<file path="src/rtl/immediate_reader.sv">
// Fetches an 8-bit (sign-extended) or 16-bit little-endian immediate from the prefetch byte FIFO.
// Latency: complete 1 cycle after the start cycle (8-bit) or 2 cycles after (16-bit), +1 per empty-FIFO cycle.
// Backpressure: an empty FIFO stalls the fetch indefinitely; no byte is popped while empty; flush aborts.
module immediate_reader (
  input  logic        clk,
  input  logic        reset,
  input  logic        start,
  input  logic        is_8bit,
  input  logic        flush,
  output logic        busy,
  output logic        complete,
  output logic [15:0] immediate,
  output logic        fifo_rd_en,
  input  logic [7:0]  fifo_rd_data,
  input  logic        fifo_empty
);

  typedef enum logic [1:0] {
    IDLE    = 2'd0,
    LO_PEND = 2'd1,
    NEED_HI = 2'd2,
    HI_PEND = 2'd3
  } state_t;

  state_t      state;
  state_t      state_nxt;
  logic        width8;
  logic [7:0]  lo;
  logic [15:0] imm_reg;
  logic [15:0] imm_val;
  logic        pop_ok;

  // A pop is only legal when a byte exists and no abort/reset is in progress.
  assign pop_ok = ~fifo_empty & ~flush & ~reset;

  // Next-state, FIFO pop and completion decode.
  always_comb begin
    state_nxt  = state;
    fifo_rd_en = 1'b0;
    complete   = 1'b0;
    imm_val    = imm_reg;
    case (state)
      IDLE: begin
        if (start && pop_ok) begin
          fifo_rd_en = 1'b1;
          state_nxt  = LO_PEND;
        end
      end
      LO_PEND: begin
        if (width8) begin
          complete  = 1'b1;
          imm_val   = {{8{fifo_rd_data[7]}}, fifo_rd_data};
          state_nxt = IDLE;
        end else if (pop_ok) begin
          fifo_rd_en = 1'b1;
          state_nxt  = HI_PEND;
        end else begin
          state_nxt = NEED_HI;
        end
      end
      NEED_HI: begin
        if (pop_ok) begin
          fifo_rd_en = 1'b1;
          state_nxt  = HI_PEND;
        end
      end
      HI_PEND: begin
        complete  = 1'b1;
        imm_val   = {fifo_rd_data, lo};
        state_nxt = IDLE;
      end
      default: state_nxt = IDLE;
    endcase
    // Abort wins over any completion; the held immediate is left untouched.
    if (flush || reset) begin
      state_nxt = IDLE;
      complete  = 1'b0;
    end
  end

  // Status and result: the fresh value is forwarded in the complete cycle, the held copy otherwise.
  always_comb begin
    busy = start | (~reset & (state != IDLE));
    if (reset) begin
      immediate = 16'h0000;
    end else if (complete) begin
      immediate = imm_val;
    end else begin
      immediate = imm_reg;
    end
  end

  // State, width, low byte and held immediate registers.
  always_ff @(posedge clk) begin
    if (reset) begin
      state   <= IDLE;
      width8  <= 1'b0;
      lo      <= 8'h00;
      imm_reg <= 16'h0000;
    end else begin
      state <= state_nxt;
      if (state == IDLE && fifo_rd_en) begin
        width8 <= is_8bit;
      end
      if (state == LO_PEND && !flush) begin
        lo <= fifo_rd_data;
      end
      if (complete) begin
        imm_reg <= imm_val;
      end
    end
  end

endmodule

</file>
<file path="config.mk">
export PLATFORM = sky130hd
export DESIGN_NAME = immediate_reader
export DESIGN_NICKNAME = d
export VERILOG_FILES = /design/src/rtl/immediate_reader.sv
export SDC_FILE = /design/constraint.sdc
export NUM_CORES = 1
export LEC_CHECK = 0
export ABC_AREA = 1
export BUFFER_PORTS_ARGS = -buffer_cell sky130_fd_sc_hd__buf_4
export CAP_MARGIN = 20
export CORE_UTILIZATION = 52
export CTS_CLUSTER_SIZE = 12
export DETAILED_ROUTE_END_ITERATION = 16
export PLACE_DENSITY = 0.78
export SLEW_MARGIN = 20
export SYNTH_ARGS = -nofsm -noshare
export SYNTH_HDL_FRONTEND = slang
export SYNTH_SLANG_ARGS = --single-unit
</file>
<file path="constraint.sdc">
create_clock -name clk -period 1.3 [get_ports clk]
set_input_delay 0.065 -clock clk [delete_from_list [all_inputs] [get_ports clk]]
set_output_delay 0.065 -clock clk [all_outputs]
set_load 0.005 [all_outputs]
</file>
==> results.sh <==
export IMPL_ys_top_cells_by_area="dfxtp_1, nand2_1, nand3_1, a21oi_1, buf_4"
export IMPL_clock_latency_ps=340
export IMPL_synthToLayoutAreaGrowth_pct=56.0
export IMPL_synth_top_area_frac=0.386
export IMPL_max_freq_mhz=635
export IMPL_cts_inserted_buffers=3
export IMPL_hp_class="in -> reg"
export IMPL_vias_per_cell=5.81
export IMPL_vias=1777
export IMPL_grt_max_degree=18
export IMPL_track_usage=0.310
export IMPL_synth_edff_count=0
export IMPL_outcome="finished, violations left"
export IMPL_max_vdd_ir_drop_v=0.000743
export IMPL_cap_violations=0
export IMPL_die_width_um=53.9
export IMPL_required_ps=1240
export IMPL_drc=0
export IMPL_nets=291
export IMPL_synth_cells=224
export IMPL_synth_top_area_cell="dfxtp_1"
export IMPL_yosysSeqAreaShare=0.386
export IMPL_leakage_uw=0.00106
export IMPL_min_from="fifo_rd_data[1]"
export IMPL_htree_levels=1
export IMPL_drt_iter0_markers=50
export IMPL_grt_pass1_wl_um=6450
export IMPL_start_util=0.560
export IMPL_antenna_found_initial=0
export IMPL_drive_gt1_frac=0.424
export IMPL_largest_register_ffs=16
export IMPL_worst_setup_path_end_kind="output pin"
export IMPL_synth_avg_cell_area_sq_um=6.25
export IMPL_synth_common_cells="nand2_1, nand3_1, dfxtp_1"
export IMPL_startpoint="state[0]"
export IMPL_whs_ps=13.4
export IMPL_grt_pass1_vias=1430
export IMPL_num_rows=18
export IMPL_skew_ps=4.00
export IMPL_syn_area_sq_mm=0.00140
export IMPL_core_sq_mm=0.00250
export IMPL_cp_arrival_ps=1510
export IMPL_power_density_mw_per_mm2=650
export IMPL_routedWlPerCell_um=15.9
export IMPL_yosysWarnings=0
export IMPL_clock_sinks=27
export IMPL_gp_congestion=0.825
export IMPL_path_clk_slew_ps=160
export IMPL_setup_violations=20
export IMPL_cts_tree="built"
export IMPL_die_h_um=53.9
export IMPL_cts_root_buf="clkbuf_4"
export IMPL_finalWorstPathRequiredPeriod_ps=1570
export IMPL_num_antenna_cells=0
export IMPL_n_fill_cell=131
export IMPL_r2r_setup_slack_ps=-20
export IMPL_clockBufferDepth=2
export IMPL_async_flop_share=0
export IMPL_dr_pass1_iters=5
export IMPL_routed_wl_um=4870
export IMPL_synth_flop_cell="dfxtp_1"
export IMPL_rsz0062_at_grt="yes"
export IMPL_ant_nets=0
export IMPL_fin_tns_setup_ps=-4100
export IMPL_syn_nets=238
export IMPL_worst_pin_slew_ps=381
export IMPL_grt_ovfl_total=0
export IMPL_critPathKind="reg -> out"
export IMPL_path_max_fanout=7
export IMPL_place_ws_ps=74.9
export IMPL_synth_cell_types=17
export IMPL_portBuffers=32
export IMPL_fin_crit_sh=1.21
export IMPL_violations="setup timing"
export IMPL_ff2ff_path_depth=8
export IMPL_ioPinCount=33
export IMPL_maxSlewHeadroom=0.745
export IMPL_synth_most_common_cell="nand2_1"
export IMPL_synth_seq_cells=27
export IMPL_fin_ws_ps=-274
export IMPL_cp_start_kind="flop"
export IMPL_min_path_cells=3
export IMPL_maxSlewViolCount=0
export IMPL_die_area_sq_mm=0.00290
export IMPL_timing_rr_start="state[0]"
export IMPL_hpwl_um=2240
export IMPL_finalHoldViolations=0
logic make-up after synthesis:
family,synth area share
flops,0.386
simple gates,0.472
compound gates,0.0608
buf+inv,0.0813
where the power goes:
group          internal [uW]  switching (uW)
Combinational           75.8             105
Sequential               830            7.95
Clock                    116             285
stage by stage:
stage | std cells | cell area, sq um | util | total power [uW]
after floorplan | 224 | 1400 | - | 918
after global placement | 284 | 1670 | 0.669 | 979
after CTS | 300 | 1990 | 0.798 | 1380
after detailed placement | 284 | 1670 | 0.669 | 979
after global routing | 306 | 2180 | 0.874 | 1450
final | 306 | 2180 | 0.874 | 1420
cells in the final DEF (no fill, tap or decap):
cell and count:
a211oi_1 1, a211oi_2 1, a21oi_1 8, a21oi_2 2
a22oi_1 1, a22oi_2 1, buf_12 1, buf_16 1
buf_4 26, buf_6 23, buf_8 1, clkbuf_4 3
clkinv_2 1, clkinv_8 1, dfxtp_1 24, dfxtp_4 3
dlygate4sd3_1 4, inv_1 1, inv_2 7, inv_4 2
inv_6 1, nand2_1 97, nand2_2 21, nand2_4 5
nand2_8 1, nand3_1 17, nand3_2 10, nand3_4 1
nor2_1 6, nor2_2 1, nor2_4 3, o21ai_2 1
cell type report:
type,count,area (sq um),share of cell area
tap,30,37.5,0.0172
multi-input combinational,177,943,0.432
timing repair buffer,56,557,0.255
timing repair inverter,1,6.26,0.00286
sequential,27,552,0.253
clock buffer,3,22.5,0.0103
inverter,11,61.3,0.0281
clock inverter,1,5.00,0.00229
what timing repair did:
item                                    in CTS  in global routing
cloned                                       2                  1
setup buffers                                6                  5
pin swaps                                   16                 22
endpoints found under the setup margin      18                 19
hold endpoints to repair                    10                  0
resized for setup                           54                 44
hold buffers                                 4                  0
per-layer routing:
metal,share of wire,track usage
met1,0.40,0.372
met2,0.48,0.549
met3,0.082,0.0367
met4,0.042,0.132
met5,0,0
worst paths after layout:
| path | end |
|---|---|
| worst min-delay path | lo[1] |
| worst max register to register | imm_reg[12] |
| worst min register to register | lo[6] |
| worst max-delay path | immediate[8] |
worst max-delay path: stages (launching register included):
cell     delay, ps
dfxtp_4        430
nand2_4         80
nand2_4        100
nand2_8         90
buf_16         160
nand3_1         60
nand2_1         90
buf_4          140
Power figures use the tool's default switching activity.
